[config.mk]
export PLATFORM = sky130hd
export DESIGN_NAME = conv_window_gen
export DESIGN_NICKNAME = d
export VERILOG_FILES = /design/src/rtl/conv_window_gen_pkg.sv /design/src/rtl/conv_window_gen_line_buffer.sv /design/src/rtl/conv_window_gen.sv
export SDC_FILE = /design/constraint.sdc
export NUM_CORES = 1
export LEC_CHECK = 0
export CAP_MARGIN = 20
export CORE_MARGIN = 2
export CORE_UTILIZATION = 60
export CTS_CLUSTER_DIAMETER = 150
export DETAILED_ROUTE_END_ITERATION = 7
export PLACE_DENSITY = 0.79
export RECOVER_POWER = 100
export SYNTH_ARGS = -nofsm -noshare
export SYNTH_HDL_FRONTEND = slang
export SYNTH_SLANG_ARGS = --single-unit
export TNS_END_PERCENT = 30
[constraint.sdc]
create_clock -name clk -period 5.7 [get_ports clk]
set_clock_uncertainty 0.2 [all_clocks]
set_input_delay 1.14 -clock clk [delete_from_list [all_inputs] [get_ports clk]]
set_output_delay 1.14 -clock clk [all_outputs]
set_load 0.1 [all_outputs]
[src/rtl/conv_window_gen_pkg.sv]
// Shared constants for the 4x4 convolution window path.
package conv_pkg;

    localparam int unsigned DATA_W_DEF = 8;
    localparam int unsigned KSIZE      = 4;
    localparam int unsigned WIN_ELEMS  = KSIZE * KSIZE;

    // Bit offset of window element (i,j) inside the flattened window bus.
    function automatic int unsigned win_offset(input int unsigned i,
                                               input int unsigned j,
                                               input int unsigned data_w);
        return (i * KSIZE + j) * data_w;
    endfunction

endpackage

[src/rtl/conv_window_gen_line_buffer.sv]
// One image line of storage: a single address shared by one read and one write.
module conv_line_buffer #(
    parameter int unsigned DATA_W = 8,
    parameter int unsigned DEPTH  = 32
) (
    input  logic                     clk,
    input  logic                     we,
    input  logic [$clog2(DEPTH)-1:0] addr,
    input  logic [DATA_W-1:0]        wr_data,
    output logic [DATA_W-1:0]        rd_data
);

    logic [DATA_W-1:0] mem [DEPTH];

    // Asynchronous read returns the old content in the cycle it is overwritten.
    always_comb begin
        rd_data = mem[addr];
    end

    // Write lands on the clock edge; memory contents are intentionally not reset.
    always_ff @(posedge clk) begin
        if (we) begin
            mem[addr] <= wr_data;
        end
    end

endmodule

[src/rtl/conv_window_gen.sv]
// Streaming 4x4 sliding-window generator feeding the convolution MAC.
module conv_window_gen
    import conv_pkg::*;
#(
    parameter int unsigned DATA_W = DATA_W_DEF,
    parameter int unsigned IMG_W  = 32,
    parameter int unsigned IMG_H  = 32
) (
    input  logic                        clk,
    input  logic                        rst,
    input  logic                        in_valid,
    output logic                        in_ready,
    input  logic [DATA_W-1:0]           in_pixel,
    input  logic                        in_sof,
    output logic                        out_valid,
    input  logic                        out_ready,
    output logic [WIN_ELEMS*DATA_W-1:0] out_win,
    output logic                        out_frame_done
);

    localparam int unsigned CW = $clog2(IMG_W);
    localparam int unsigned RW = $clog2(IMG_H);
    localparam logic [CW-1:0] COL_LAST  = CW'(IMG_W - 1);
    localparam logic [RW-1:0] ROW_LAST  = RW'(IMG_H - 1);
    localparam logic [CW-1:0] COL_FIRST = CW'(KSIZE - 1);
    localparam logic [RW-1:0] ROW_FIRST = RW'(KSIZE - 1);

    logic [CW-1:0]     col, eff_col;
    logic [RW-1:0]     row, eff_row;
    logic              acc;
    logic              win_hit;
    logic              last_px;
    logic [DATA_W-1:0] lb1_rd, lb2_rd, lb3_rd;
    logic [DATA_W-1:0] new_col [KSIZE];
    logic [DATA_W-1:0] win [KSIZE][KSIZE];

    // Handshake and effective position of the pixel being accepted (sof forces origin).
    always_comb begin
        in_ready = !out_valid || out_ready;
        acc      = in_valid && in_ready;
        eff_col  = in_sof ? '0 : col;
        eff_row  = in_sof ? '0 : row;
        win_hit  = (eff_row >= ROW_FIRST) && (eff_col >= COL_FIRST);
        last_px  = (eff_row == ROW_LAST) && (eff_col == COL_LAST);
    end

    // Three chained line stores: each accept pushes the column one line deeper.
    conv_line_buffer #(.DATA_W(DATA_W), .DEPTH(IMG_W)) u_lb1 (
        .clk(clk), .we(acc), .addr(eff_col), .wr_data(in_pixel), .rd_data(lb1_rd)
    );
    conv_line_buffer #(.DATA_W(DATA_W), .DEPTH(IMG_W)) u_lb2 (
        .clk(clk), .we(acc), .addr(eff_col), .wr_data(lb1_rd), .rd_data(lb2_rd)
    );
    conv_line_buffer #(.DATA_W(DATA_W), .DEPTH(IMG_W)) u_lb3 (
        .clk(clk), .we(acc), .addr(eff_col), .wr_data(lb2_rd), .rd_data(lb3_rd)
    );

    // Incoming column, oldest line on top.
    always_comb begin
        new_col[0] = lb3_rd;
        new_col[1] = lb2_rd;
        new_col[2] = lb1_rd;
        new_col[3] = in_pixel;
    end

    // Raster position of the next pixel, advanced from the effective position.
    always_ff @(posedge clk) begin
        if (rst) begin
            col <= '0;
            row <= '0;
        end else if (acc) begin
            if (eff_col == COL_LAST) begin
                col <= '0;
                row <= (eff_row == ROW_LAST) ? '0 : eff_row + RW'(1);
            end else begin
                col <= eff_col + CW'(1);
                row <= eff_row;
            end
        end
    end

    // Window register: shift left on every accept, new column enters on the right.
    always_ff @(posedge clk) begin
        if (rst) begin
            for (int unsigned i = 0; i < KSIZE; i++) begin
                for (int unsigned j = 0; j < KSIZE; j++) begin
                    win[i][j] <= '0;
                end
            end
        end else if (acc) begin
            for (int unsigned i = 0; i < KSIZE; i++) begin
                for (int unsigned j = 0; j < KSIZE - 1; j++) begin
                    win[i][j] <= win[i][j+1];
                end
                win[i][KSIZE-1] <= new_col[i];
            end
        end
    end

    // Output valid/frame-done: a new window wins over consumption of the old one.
    always_ff @(posedge clk) begin
        if (rst) begin
            out_valid      <= 1'b0;
            out_frame_done <= 1'b0;
        end else if (acc && win_hit) begin
            out_valid      <= 1'b1;
            out_frame_done <= last_px;
        end else if (out_ready) begin
            out_valid      <= 1'b0;
            out_frame_done <= 1'b0;
        end
    end

    // Flatten the window onto the MAC operand bus.
    always_comb begin
        out_win = '0;
        for (int unsigned i = 0; i < KSIZE; i++) begin
            for (int unsigned j = 0; j < KSIZE; j++) begin
                out_win[win_offset(i, j, DATA_W) +: DATA_W] = win[i][j];
            end
        end
    end

endmodule

==> flow_metrics.tcl, run 1 <==
set metrics [dict create \
    setup_viol 0 \
    slew_headroom -0.415 \
    seqPwrFrac 0.543 \
    worst_hold_path_type "reg2reg" \
    fp.dieW_um 248 \
    clock_power_share 0.370 \
    ir_drop_mv 0.271 \
    fin_nets 2314 \
    synth.avg_cell_area_um2 16.8 \
    grt_max_degree 71 \
    cp_max_fo 60 \
    synth_edf_count 896 \
    grt_pass1_wl_um 132000 \
    register_area_mm2 0.0272 \
    multi_input_area_mm2 0.00768 \
    rows 89 \
    via_per_inst 6.82 \
    syn_to_final_growth_pct 13.6 \
    slowest_delay_ns 1.07 \
    gp_congestion 0.877 \
    drcViolationCount 0 \
    floorplan.initialDensity 0.606 \
    hold_slack_ns 0.294 \
    switchingPower_mw 3.32 \
    dieArea_mm2 0.0613 \
    drtAntennaViolNets 0 \
    fin_util 0.688 \
    hold-path-cell-count 2 \
    place_inst 2981 \
    finalHoldViolations 0 \
    status "finished, violations left" \
    finalWirelength_um 89800 \
    insertion_delay_ns 0.63 \
    synth_cell_types 76 \
    crit_path_cell_trace "clkbuf_1 > nor2b_4 > clkbuf_2 > ha_1 > nand2_1 > nor2_2 > clkbuf_2" \
    crit_path_end_kind "flip-flop" \
    yosysSeqAreaShare 0.762 \
    dp_hpwl_um 53400 \
    crit_required_ns 5.67 \
    track_usage 0.295 \
    cpMaxStageDelayCell "clkbuf_1" \
    final_cells 3130 \
    drive_gt1_frac 0.107 \
    clock.fmax_mhz 196 \
    cts_root_buf "clkbuf_16" \
    ys.flop_type "edfxtp_1" \
    postPlaceCellArea_mm2 0.0382 \
    worst-r2r-cell-count 6 \
    ys_ff_latch 908 \
    worstPathArrival_ns 5.08 \
    power.internal_mw 10.6 \
    first_iter_violations 3378 \
    fin_crit_ns 5.11 \
    cts-buffers-inserted 84 \
    final_common_cell "edfxtp_1" \
    crit_type "in2reg" \
    nFillCells 3627 \
    post_cts_buffers 0 \
    grt_pass1_vias 20551 \
    cts-resized-gates 0 \
    finalSetupTns_ns 0 \
    slew_viol_final 547 \
    p_leak_nw 13.2 \
    powerDensity_mw_per_mm2 345 \
    finalCritPeriodShare 0.897 \
    netlist_area_mm2 0.0356 \
    portBuffers 143 \
    syn-instance-count 2119 \
    drt_pass1_iterations 5 \
    cts_tree "done" \
    netSwitchingFraction 0.238 \
    grt_setup_unrepaired "no" \
    path_clk_slew_ns 0.06 \
    drt-wirelength-per-cell_um 28.7 \
    num_vias 21336 \
    hold_buffers 0 \
    io_pins 144 \
    yosysWarnings 0 \
    mostFrequentLayoutCells "896 x edfxtp_1, 160 x mux2i_1, 139 x dlygate4sd3_1, 95 x a221oi_1, 86 x a211oi_1" \
    overflow 0 \
    cts_buffer_depth 3 \
    core_area_mm2 0.0588 \
    worst_path_most_repeated_cell "clkbuf_2" \
    antenna_found_initial 2 \
    drv_cap 15 \
    htreeDepth 3 \
    combPwrFrac 0.087 \
    synth_fp_nets 2139 \
    final_area_mm2 0.0405 \
    start_kind "primary input" \
    worst_pin_slew_ns 2.12 \
    violations "capacitance limit, slew limit" \
    async_reset_ff_frac 0 \
    clock_sinks 908 \
    fp.dieH_um 248 \
]
==> stage by stage <==
step,total power [mW],worst slack (ns)
2_1_floorplan,8.55,1.05
3_3_place_gp,8.92,1.17
3_5_place_dp,8.95,1.20
4_1_cts,14.0,1.30
5_1_grt,14.3,0.589
6_report,13.9,0.588
==> critical path, delay by kind of cell <==
family / cells / cell delay [ns]
adders and majority gates: 1 / 0.65
buffers and inverters: 3 / 2.70
and+or+nand+nor: 3 / 0.54
==> synthesized netlist by cell type (all sizes together), types with 3 or more instances <==
master / count / share of area
nand2b: 14 / 0.0025
and2: 119 / 0.021
mux2i: 160 / 0.045
ha: 7 / 0.0025
a22oi: 20 / 0.0042
nand3: 22 / 0.0031
edfxtp: 896 / 0.76
nand4: 3 / 0.00053
a221oi: 96 / 0.024
o21ai: 41 / 0.0059
nand2: 73 / 0.0077
a31oi: 37 / 0.0065
a311oi: 3 / 0.00074
buf: 105 / 0.018
or4b: 3 / 0.00095
o22ai: 50 / 0.0088
a2111oi: 15 / 0.0047
nor2b: 23 / 0.0043
a21oi: 65 / 0.0091
mux4: 4 / 0.0025
a221o: 7 / 0.0020
nor2: 64 / 0.0068
inv: 7 / 0.00088
and4bb: 3 / 0.0011
clkbuf: 51 / 0.0054
o2111ai: 4 / 0.00098
nor3: 18 / 0.0025
nor4: 7 / 0.0016
o22a: 5 / 0.0012
a22o: 5 / 0.0012
a211oi: 88 / 0.019
o221ai: 25 / 0.0061
mux2: 20 / 0.0063
o211ai: 12 / 0.0025
nor3b: 9 / 0.0020
dfxtp: 12 / 0.0067
==> power by group through the flow <==
stage | Combinational (mW) | Sequential [mW] | Clock [mW]
after global placement | 1.21 | 7.71 | 0
after CTS | 1.24 | 7.57 | 5.17
after detailed placement | 1.24 | 7.71 | 0
after global routing | 1.27 | 7.58 | 5.41
after floorplan | 0.410 | 8.14 | 0
final | 1.22 | 7.57 | 5.15
==> final timing paths <==
path                from          endpoint  slack [ns]
setup / recovery  in_sof  u_lb2.mem[30][3]        0.59
hold / removal    row[4]            row[4]        0.29
setup reg to reg  col[1]  u_lb1.mem[22][6]        0.91
hold reg to reg   row[4]            row[4]        0.29
==> per-layer routing <==
metal | wire (µm) | share of wire | GRT usage | vias up
li1 | - | - | - | 8897
met4 | 3270 | 0.036 | 0.107 | 0
met5 | 0 | 0 | 0 | -
met2 | 42100 | 0.47 | 0.465 | 1628
met3 | 11700 | 0.13 | 0.0603 | 241
met1 | 32800 | 0.37 | 0.413 | 10570
==> flip-flops by register name, summed over array words and instances, names as in the netlist <==
name	flops
col	5
out_frame_done	1
out_valid	1
row	5
u_lb1.mem	256
u_lb2.mem	256
u_lb3.mem	256
win	128
==> area by class of cell <==
class,count,share of cell area
inverter,8,0.000897
clock inverter,32,0.00479
clock buffer,115,0.0559
tap,773,0.0239
antenna,2,0.000124
multi-input combinational,1047,0.190
sequential,908,0.671
timing repair buffer,245,0.0533
==> kinds of logic (layout without fill, tap and decap cells) <==
kind of cell	after synthesis	after routing	synth area share
compound gates	486	486	0.100
xor+xnor	1	1	0.000246
fa+ha+maj	7	7	0.00246
buf+inv	164	400	0.0242
flops	908	908	0.762
mux	184	184	0.0538
other cells	0	2	0
simple gates	369	369	0.0567
Power figures use the tool's default switching activity.
==> inputs of run 2 (changes only) <==
--- a/config.mk
+++ b/config.mk
@@ -12,6 +12,7 @@
 export DETAILED_ROUTE_END_ITERATION = 7
 export PLACE_DENSITY = 0.79
 export RECOVER_POWER = 100
+export SLEW_MARGIN = 20
 export SYNTH_ARGS = -nofsm -noshare
 export SYNTH_HDL_FRONTEND = slang
 export SYNTH_SLANG_ARGS = --single-unit
==> run 2 against run 1 <==
The flow still finishes with violations (capacitance limit, slew limit). Wire length about the same. Power up 1.7%. Non-clock buffer count fell by 2. Cell count rose by 0.19%. Maximum frequency down 2.1%.
==> flow_metrics.tcl, run 2 (same netlist as run 1, synthesis figures left out) <==
set metrics [dict create \
    status "finished, violations left" \
    violations "capacitance limit, slew limit" \
    fp.dieW_um 248 \
    powerDensity_mw_per_mm2 350 \
    cts_tree "done" \
    drtAntennaViolNets 0 \
    grt_pass1_wl_um 132000 \
    critPathTopFamily "buffers and inverters" \
    crit_path_cell_trace "clkbuf_1 > nor2b_4 > clkbuf_2 > a221oi_1 > nor3_1 > nand4_1 > clkbuf_2" \
    fin_util 0.690 \
    antenna_found_initial 2 \
    io_pins 144 \
    grt_pass1_vias 20574 \
    track_usage 0.295 \
    portBuffers 143 \
    worst-r2r-cell-count 6 \
    fin_nets 2313 \
    crit_type "in2reg" \
    register_area_mm2 0.0272 \
    syn_to_final_growth_pct 14.0 \
    slew_headroom -0.465 \
    insertion_delay_ns 0.63 \
    dieArea_mm2 0.0613 \
    crit_cells 7 \
    worst_path_most_repeated_cell "clkbuf_2" \
    nFillCells 3633 \
    mostFrequentLayoutCells "896 x edfxtp_1, 160 x mux2i_1, 139 x dlygate4sd3_1, 96 x a221oi_1, 88 x clkbuf_16" \
    num_vias 21420 \
    hold_slack_ns 0.292 \
    cts_root_buf "clkbuf_16" \
    gp_congestion 0.877 \
    setup_viol 0 \
    slowest_delay_ns 1.06 \
    multi_input_area_mm2 0.00765 \
    grt_setup_unrepaired "no" \
    cpMaxStageDelayCell "clkbuf_1" \
    first_iter_violations 3338 \
    worstPathArrival_ns 5.33 \
    final_common_cell "edfxtp_1" \
    finalHoldViolations 0 \
    worst_hold_path_type "reg2reg" \
    largestRegisters "u_lb1.mem (256), u_lb2.mem (256), u_lb3.mem (256)" \
    power.total_mw 14.2 \
    final_cells 3136 \
    fin_crit_ns 5.22 \
    critPathBufInv 3 \
    cts_buffer_depth 3 \
    crit_path_end_kind "flip-flop" \
    hold_buffers 0 \
    path_clk_slew_ns 0.06 \
    finalSetupTns_ns 0 \
    final_area_mm2 0.0406 \
    htreeDepth 3 \
    start_kind "primary input" \
    slew_viol_final 576 \
    cts-buffers-inserted 85 \
    overflow 0 \
    drv_cap 17 \
    post_cts_buffers 0 \
    finalCritPeriodShare 0.916 \
    drive_gt1_frac 0.110 \
    drt_pass1_iterations 6 \
    worst_pin_slew_ns 2.20 \
    cts-resized-gates 0 \
    clock_sinks 908 \
    postPlaceCellArea_mm2 0.0382 \
    floorplan.initialDensity 0.606 \
    hold-path-cell-count 2 \
    place_inst 2979 \
    rows 89 \
    finalWirelength_um 89800 \
    ir_drop_mv 0.240 \
    fp.dieH_um 248 \
    clock.fmax_mhz 192 \
    finalWorstSetupSlack_ns 0.479 \
    via_per_inst 6.83 \
    drcViolationCount 0 \
    dp_hpwl_um 53400 \
    crit_required_ns 5.80 \
    p_leak_nw 13.3 \
    cp_max_fo 60 \
    grt_max_degree 71 \
    core_area_mm2 0.0588 \
    place_ws_ns 1.19 \
    drt-wirelength-per-cell_um 28.6 \
]
run 2: cell types whose count changed in the layout (fill, tap and decap cells not counted), moves of 3 or more:
cell | previous run | this run
clkbuf_16 | 85 | 88
and2_1 | 55 | 51
clkbuf_2 | 16 | 19
buf_4 | 59 | 54
and2_0 | 64 | 68
clkbuf_1 | 48 | 45
run 2: worst reg2reg max path, delay by kind of cell, from the launching register on:
family / cells / cell delay (ns)
AOI/OAI and AO/OA: 1 / 0.54
buffers and inverters: 2 / 1.89
DFF: 1 / 0.83
and+or+nand+nor: 3 / 1.04
run 2: power by group:
group	switching [mW]	internal [mW]	total (mW)
clock network	2.34	3.06	5.40
registers	0.0567	7.52	7.57
logic	0.960	0.255	1.21
total	3.35	10.8	14.2
run 2: path summary, 6_finish.rpt:
path,from,to,slack (ns)
setup / recovery,in_sof,u_lb3.mem[19][6],0.48
hold reg to reg,row[4],row[4],0.29
setup reg to reg,col[1],u_lb3.mem[19][6],0.75
hold / removal,row[4],row[4],0.29
run 2: area by class of cell:
| type | instances | area share |
|---|---|---|
| Clock inverter | 40 | 0.00762 |
| Clock buffer | 114 | 0.0577 |
| Antenna cell | 3 | 0.000185 |
| Sequential cell | 908 | 0.669 |
| Timing Repair Buffer | 243 | 0.0522 |
| Multi-Input combinational cell | 1047 | 0.189 |
| Tap cell | 773 | 0.0238 |
| Inverter | 8 | 0.000894 |
run 2: per-layer routing:
metal  GRT usage  share of wire  vias to the layer above
met5           0              0                        -
met4       0.116          0.039                        0
met3      0.0631           0.13                      258
met2       0.461           0.46                     1695
met1       0.410           0.37                    10556
li1            -              -                     8911
